**src/rtl/kbd_ctrl.sv**
```systemverilog
// kbd_ctrl: keyboard scancode FIFO with a single-cycle-ack bus slave.
// Register map (s_addr[3:2]):
//   0 DATA   : read pops the head byte (0 when empty), writes ignored
//   1 STATUS : {count[12:8], overflow[2], full[1], !empty[0]}; write bit2=1 clears overflow
//   2 CTRL   : bit0 irq_en (r/w), bit1 flush (write-1, reads 0)
//   3 reserved
module kbd_ctrl #(
  parameter int unsigned FIFO_DEPTH = 8
) (
  input  logic        clk,
  input  logic        rst,
  input  logic        key_valid,
  input  logic [7:0]  key_code,
  output logic        key_ready,
  input  logic        s_cyc,
  input  logic        s_we,
  input  logic [3:0]  s_strb,
  input  logic [31:0] s_addr,
  input  logic [31:0] s_data_i,
  output logic        s_ack,
  output logic [31:0] s_data_o,
  output logic        kbd_irq
);

  localparam int unsigned PW = (FIFO_DEPTH > 1) ? $clog2(FIFO_DEPTH) : 1;
  localparam int unsigned CW = $clog2(FIFO_DEPTH) + 1;

  localparam logic [1:0] RegData   = 2'd0;
  localparam logic [1:0] RegStatus = 2'd1;
  localparam logic [1:0] RegCtrl   = 2'd2;

  typedef enum logic [0:0] {StIdle, StAck} bus_state_e;

  bus_state_e     state;

  // Access captured on the IDLE->ACK edge; acted on at the edge ending ACK.
  logic           req_we;
  logic           req_strb0;
  logic [1:0]     req_addr;
  logic [2:0]     req_data;
  logic           pop_pend;

  logic [7:0]     mem [FIFO_DEPTH];
  logic [PW-1:0]  rd_ptr;
  logic [PW-1:0]  wr_ptr;
  logic [CW-1:0]  count;
  logic           overflow;
  logic           irq_en;

  logic           full;
  logic           empty;
  logic           push;
  logic           in_ack;
  logic           do_pop;
  logic           do_wr;
  logic           do_flush;
  logic           ovf_set;
  logic           ovf_clr;
  logic [4:0]     count5;
  logic [31:0]    rdata;

  // Only a few address/strobe/data bits carry meaning.
  logic           unused_bits;
  assign unused_bits = ^{s_strb[3:1], s_addr[31:4], s_addr[1:0], s_data_i[31:3]};

  assign full      = (count == CW'(FIFO_DEPTH));
  assign empty     = (count == '0);
  assign key_ready = ~full;
  assign push      = key_valid & ~full;
  assign ovf_set   = key_valid & full;

  assign in_ack    = (state == StAck);
  assign do_pop    = in_ack & pop_pend;
  assign do_wr     = in_ack & req_we & req_strb0;
  assign do_flush  = do_wr & (req_addr == RegCtrl) & req_data[1];
  assign ovf_clr   = do_wr & (req_addr == RegStatus) & req_data[2];

  assign count5    = 5'(count);

  // Read data for the access being started this cycle.
  always_comb begin
    rdata = '0;
    if (!s_we) begin
      case (s_addr[3:2])
        RegData: begin
          if (!empty) rdata[7:0] = mem[rd_ptr];
        end
        RegStatus: begin
          rdata[12:8] = count5;
          rdata[2:0]  = {overflow, full, ~empty};
        end
        RegCtrl: begin
          rdata[0] = irq_en;
        end
        default: ;
      endcase
    end
  end

  // Bus FSM with registered ack/read data; request fields latched at access start.
  always_ff @(posedge clk or posedge rst) begin
    if (rst) begin
      state     <= StIdle;
      s_ack     <= 1'b0;
      s_data_o  <= '0;
      req_we    <= 1'b0;
      req_strb0 <= 1'b0;
      req_addr  <= '0;
      req_data  <= '0;
      pop_pend  <= 1'b0;
    end else begin
      case (state)
        StIdle: begin
          if (s_cyc) begin
            state     <= StAck;
            s_ack     <= 1'b1;
            s_data_o  <= rdata;
            req_we    <= s_we;
            req_strb0 <= s_strb[0];
            req_addr  <= s_addr[3:2];
            req_data  <= s_data_i[2:0];
            // Pop decision is fixed here so a read that saw empty never pops
            // an entry pushed while the access is in flight.
            pop_pend  <= ~s_we & (s_addr[3:2] == RegData) & ~empty;
          end
        end
        StAck: begin
          state    <= StIdle;
          s_ack    <= 1'b0;
          s_data_o <= '0;
          pop_pend <= 1'b0;
        end
        default: begin
          state    <= StIdle;
          s_ack    <= 1'b0;
          s_data_o <= '0;
          pop_pend <= 1'b0;
        end
      endcase
    end
  end

  // FIFO pointers and occupancy; flush beats any same-edge push or pop.
  always_ff @(posedge clk or posedge rst) begin
    if (rst) begin
      rd_ptr <= '0;
      wr_ptr <= '0;
      count  <= '0;
    end else if (do_flush) begin
      rd_ptr <= '0;
      wr_ptr <= '0;
      count  <= '0;
    end else begin
      if (push)   wr_ptr <= wr_ptr + PW'(1);
      if (do_pop) rd_ptr <= rd_ptr + PW'(1);
      case ({push, do_pop})
        2'b10:   count <= count + CW'(1);
        2'b01:   count <= count - CW'(1);
        default: count <= count;
      endcase
    end
  end

  // Scancode storage; contents are don't-care until written.
  always_ff @(posedge clk) begin
    if (push) mem[wr_ptr] <= key_code;
  end

  // Sticky overflow (set wins over clear), irq enable and registered interrupt.
  always_ff @(posedge clk or posedge rst) begin
    if (rst) begin
      overflow <= 1'b0;
      irq_en   <= 1'b0;
      kbd_irq  <= 1'b0;
    end else begin
      overflow <= ovf_set | (overflow & ~ovf_clr);
      if (do_wr && (req_addr == RegCtrl)) irq_en <= req_data[0];
      kbd_irq  <= irq_en & (~empty | overflow);
    end
  end

endmodule

```
**config.mk**
```make
export PLATFORM = sky130hd
export DESIGN_NAME = kbd_ctrl
export DESIGN_NICKNAME = d
export VERILOG_FILES = /design/src/rtl/kbd_ctrl.sv
export SDC_FILE = /design/constraint.sdc
export NUM_CORES = 1
export LEC_CHECK = 0
export CAP_MARGIN = 20
export CORE_MARGIN = 2
export CORE_UTILIZATION = 43
export CTS_CLUSTER_SIZE = 40
export DETAILED_ROUTE_END_ITERATION = 16
export PLACE_DENSITY = 0.75
export SYNTH_ARGS = -nofsm -noshare
export SYNTH_HDL_FRONTEND = slang
export SYNTH_SLANG_ARGS = --single-unit
```
**constraint.sdc**
```tcl
create_clock -name clk -period 2.2 [get_ports clk]
set_clock_uncertainty 0.1 [all_clocks]
set_input_delay 0.33 -clock clk [delete_from_list [all_inputs] [get_ports clk]]
set_output_delay 0.33 -clock clk [all_outputs]
set_load 0.01 [all_outputs]
```
After elaboration in Yosys (flattened, before gate mapping)
Memories as Yosys holds them, arrays and structs flattened.
Index checks and enable logic that the tools add are counted.
{"block": "word_totals", "mem_bits_rw": 64, "wordCells": 76, "out_inout_bits": 35, "n_memories": 1, "input_bits": 81, "register_bits": 55}
{"block": "op_classes", "n_reduce_logical": 7, "addsub": 4, "bitwise_logic": 20, "eq_ne": 8, "muxes": 22}
{"memory": "mem", "words": 8, "width": 8, "read_ports": 1, "rd_ports_with_merged_regs": 0, "write_ports": 1, "line_no": "43", "text": "logic [7:0] mem [FIFO_DEPTH];"}
{"cell": "32-bit case mux with 2 select lines", "n": 1}
{"cell": "32-bit two-way mux", "n": 1}
{"cell": "1-bit bitwise AND", "n": 13}
{"cell": "13-bit two-way mux", "n": 1}
{"cell": "3-bit two-way mux", "n": 4}
{"cell": "4-bit two-way mux", "n": 2}
{"cell": "8-bit two-way mux", "n": 1}
{"cell": "4-bit case mux with 2 select lines", "n": 1}
{"cell": "3-bit by 1-bit adder with 3-bit output (second input constant)", "n": 2}
{"cell": "2-bit by 1-bit == test with 1-bit output (second input constant)", "n": 3}
{"cell": "2-bit == test (second input constant)", "n": 3}
{"cell": "1-bit case mux with 2 select lines", "n": 3}
{"cell": "1-bit two-way mux", "n": 5}
{"cell": "5-bit two-way mux", "n": 1}
{"cell": "1-bit inverter", "n": 5}
{"cell": "4-bit by 1-bit adder with 4-bit output (second input constant)", "n": 1}
{"cell": "4-bit == test (second input constant)", "n": 1}
{"cell": "4-bit logical NOT", "n": 1}
{"cell": "2-bit case mux with 2 select lines", "n": 1}
{"cell": "2-bit nonzero test", "n": 2}
{"cell": "4-bit by 1-bit subtractor with 4-bit output (second input constant)", "n": 1}
{"cell": "1-bit case mux with 3 select lines", "n": 1}
{"cell": "3-bit nonzero test", "n": 1}
{"cell": "2-bit logical NOT", "n": 1}
{"cell": "other kinds (4)", "n": 5}

Longest topological paths before layout
{"block": "depth", "ltp_word": 7, "depth_mapped": 11, "ltp_nobuf": 9}

Least setup slack after synthesis
OpenSTA, ideal clock, no wires.
{"block": "synth_path", "path_kind": "register to register", "from": "register count[2]", "to": "register count[2]", "path_buffers": 2, "path_slack_ps": -239, "arrival_ps": 2206, "synth_period_minus_slack_ps": 2439, "stages_incl_launch_ff": 12, "setup_ps": 132, "path_cell_list": "dfrtp_1 clkbuf_1 nor4b_4 inv_2 nand2_1 buf_2 nand2_1 xnor2_1 ha_1 a2111oi_4 o21a_1 nor3_2"}
{"block": "synth_via", "elab_chain_cells": 6, "elab_cells_between_ends": 10}
{"item": "start, declared", "line_no": "46", "text": "logic [CW-1:0] count;"}
{"item": "start signal, assigned", "line_no": "157", "text": "2'b10: count <= count + CW'(1);"}
{"item": "start signal, assigned", "line_no": "158", "text": "2'b01: count <= count - CW'(1);"}
{"item": "start signal, assigned", "line_no": "159", "text": "default: count <= count;"}
{"item": "4-bit == test (*)", "line_no": "66", "text": "assign full = (count == CW'(FIFO_DEPTH));"}
{"item": "1-bit inverter (*)"}
{"item": "named net key_ready", "line_no": "14", "text": "output logic key_ready,"}
{"item": "1-bit bitwise AND (*)", "line_no": "69", "text": "assign push = key_valid & ~full;"}
{"item": "2-bit by 1-bit == test with 1-bit output / 2-bit == test (equally long branches)", "line_no": "156", "text": "case ({push, do_pop})"}
{"item": "4-bit case mux with 2 select lines", "line_no": "156"}
{"item": "4-bit two-way mux", "line_no": "149", "text": "end else if (do_flush) begin"}
The timed path passes the listed nets; every way through them passes the cells marked *.
A chain may end at the register's enable or synchronous reset.

Worst setup path in the final report
{"block": "layout_path", "from": "register rd_ptr[0]", "to": "register s_data_o[6]"}
{"block": "layout_via", "elab_chain_cells": 6}
{"item": "start, declared", "line_no": "44", "text": "logic [PW-1:0] rd_ptr;"}
{"item": "start signal, assigned", "line_no": "155", "text": "if (do_pop) rd_ptr <= rd_ptr + PW'(1);"}
{"item": "memory read 8 x 8 bit"}
{"item": "8-bit two-way mux", "line_no": "86", "text": "if (!empty) rdata[7:0] = mem[rd_ptr];"}
{"item": "5-bit two-way mux", "line_no": "84", "text": "case (s_addr[3:2])"}
{"item": "13-bit two-way mux", "line_no": "83", "text": "if (!s_we) begin"}
{"item": "32-bit two-way mux", "line_no": "114", "text": "if (s_cyc) begin"}
{"item": "32-bit case mux with 2 select lines", "line_no": "112", "text": "case (state)"}
{"item": "end signal, assigned", "line_no": "117", "text": "s_data_o <= rdata;"}
{"item": "end, declared", "line_no": "21", "text": "output logic [31:0] s_data_o,"}
No other way between the ends. The select of a mux whose other input is x is not followed.

==> out/metrics.cfg <==
[final_layout]
multi_input_area_mm2=0.001281
nets=404
post-route-util_pct=51.37
fillers=821
layout_common_cells=edfxtp_1, dfrtp_1, clkdlybuf4s50_1, buf_4, conb_1
regArea_mm2=0.002798
layout_commonest_cell=edfxtp_1
areaGrowthSynthToFinish_pct=17.29
drive_gt1_share_pct=20.92
fin_cells=458
diodes=0

[drt]
routed_wl_um=7868
drc=0
first_pass_iters=4
vias_per_cell=5.120
wl_per_cell_um=17.18
vias=2345
dr.first_iter.drc_count=152
antenna_left=0

[global_route]
overflow=0
grt_pass1_wl_um=12460
track_usage_pct=16.24
antenna_found_initial=0
grt_max_degree=36
grt_pass1_vias=2334

[floorplanning]
start_util_pct=43.80
fp.dieW_um=103.3
core_mm2=0.009684
dieArea_mm2=0.01068
rows=36
die_h_um=103.3
ios=116

[sta]
hold_viol=0
setup_viol=0
rsz0062_at_grt=no
tns_ns=0
report.final.slew_viol_count=0
fin_crit_sh_pct=94.18
period_minus_slack_ns=2.072
max_freq_mhz=482.6

[synth]
synth_top_cell_area_share_pct=45.31
async_flop_share_pct=35.35
syn_area_mm2=0.004242
syn_area_per_cell_um2=16.07
synth_edf_count=64
yosys_register_bits=99
yosysTopAreaCell=edfxtp_1
ys.flop_type=edfxtp_1
synthTopCellsByArea=edfxtp_1, dfrtp_1, mux4_2
yosysWarnings=0
ys_seq_area_share_pct=65.96
synth_cell_types=47
syn_inst=264

[critical_path]
crit_arrival_ns=2.22
worstPathRequired_ns=2.35
slowest_delay_ns=0.56
r2r_slack_ns=0.13
cpLargestDelayFamily=multiplexers
cp-end-kind=flip-flop
path_depth=4
slowest_stage=dfrtp_1
crit_chain=buf_4 -> mux4_2 -> mux2_2 -> a22o_1
cp-start-kind=flip-flop
path_max_fanout=10
reg2reg_depth=4
crit_type=flip-flop to flip-flop
critical_path_buf_inv_count=1

[placed_design]
dpl.hpwl_um=5296
place_congestion=0.7546
place_inst=441
portBuffers=33

[clocking]
clkSinkCount=99
cts_hold_buf=0
cts_tree=built
clk_pin_slew_ns=0.09
clock_latency_ns=0.36
htreeDepth=3
cts-root-buf=clkbuf_8
cts_buffers=9
cts_buffer_depth=2

[power]
p_leak_nw=1.895
powerDensity_mw_per_mm2=1007
p_total_w=0.005008
irDropWorstVdd_mv=0.4952

[worst_hold_path]
hp-class=input port to async pin

[run]
drv_cap=0

[outcome]
outcome=finished clean

cells in the mapped netlist, types with 3 or more instances:
library cell / n
edfxtp_1: 64
nand2_1: 12
buf_4: 21
inv_1: 5
mux2_2: 8
a22o_1: 10
mux4_1: 5
buf_2: 3
mux2_1: 8
clkbuf_1: 9
xor2_1: 3
ha_1: 3
dfrtp_1: 35
nor2_1: 15
nor4_1: 3
nand3_1: 5
mux4_2: 11
nor3_1: 6
a21oi_1: 3
layer usage:
layer / part of all wire, % / routed length [um] / GRT usage, %
met1: 44 / 3483 / 20.36
met2: 50 / 3964 / 27.77
met3: 4.1 / 325 / 4.839
met4: 1.2 / 95 / 4.251
met5: 0 / 0 / 0
tightest hold or removal path: stages:
cell             delay [ns]
clkdlybuf4s50_1        0.39
inv_1                  0.05
buf_4                  0.39
worst paths after layout:
path | from | end
worst max-delay path | rd_ptr[0] | s_data_o[6]
worst min-delay path | rst | req_data[1]
worst max register to register | rd_ptr[0] | s_data_o[6]
worst min register to register | req_we | req_we
max in group asynchronous | rst | s_data_o[1]
min in group clk | req_we | req_we
sequential cells by signal, summed over array words and instances, names as in the netlist, 2 cells and up:
register	flops
rd_ptr	3
mem	64
req_data	3
count	4
req_addr	2
wr_ptr	3
s_data_o	12
metrics by stage:
stage / instance area [um^2] / hold slack [ns] / setup slack, ns
floorplan: 4340 / 0.3289 / 0.006128
global placement: 4801 / 0.3630 / 0.1141
detailed placement: 4801 / 0.3703 / 0.09114
CTS: 4975 / 0.2783 / 0.08509
global route: 4975 / 0.3089 / 0.06177
finish: 4975 / 0.2685 / 0.1281
kinds of logic (layout without fill, tap and decap cells):
logic type	count (synthesis)	in the layout	synth area share, %
and+or+nand+nor	56	56	7.109
adders and majority gates	3	3	0.8851
xor gates and xnor gates	6	6	1.564
buffers and inverters	41	83	5.929
DFF	99	99	65.96
AOI/OAI and AO/OA	25	25	5.044
muxes	33	33	13.42
other	1	20	0.08841
final cells by class:
type                    count  share of cell area, %
inverters                   6                 0.4527
repair buffers             61                  10.84
multi-input cells         143                  25.75
flip-flops and latches     99                  56.24
clock buffers              11                  2.641
well taps                 133                  3.345
clock inverters             5                 0.7294
what timing repair did:
action | 4_1_cts | 5_1_grt
gates resized for setup | 1 | 0
endpoints found under the hold margin | 0 | 0
endpoints found under the setup margin | 1 | 0
setup buffers | 1 | 0
where the power goes:
part           switching (W)  internal [W]
clock               0.000609      0.000418
combinational       0.000673      0.000789
sequential          0.000211       0.00231
Note: power is estimated with default switching activity, not from simulation.
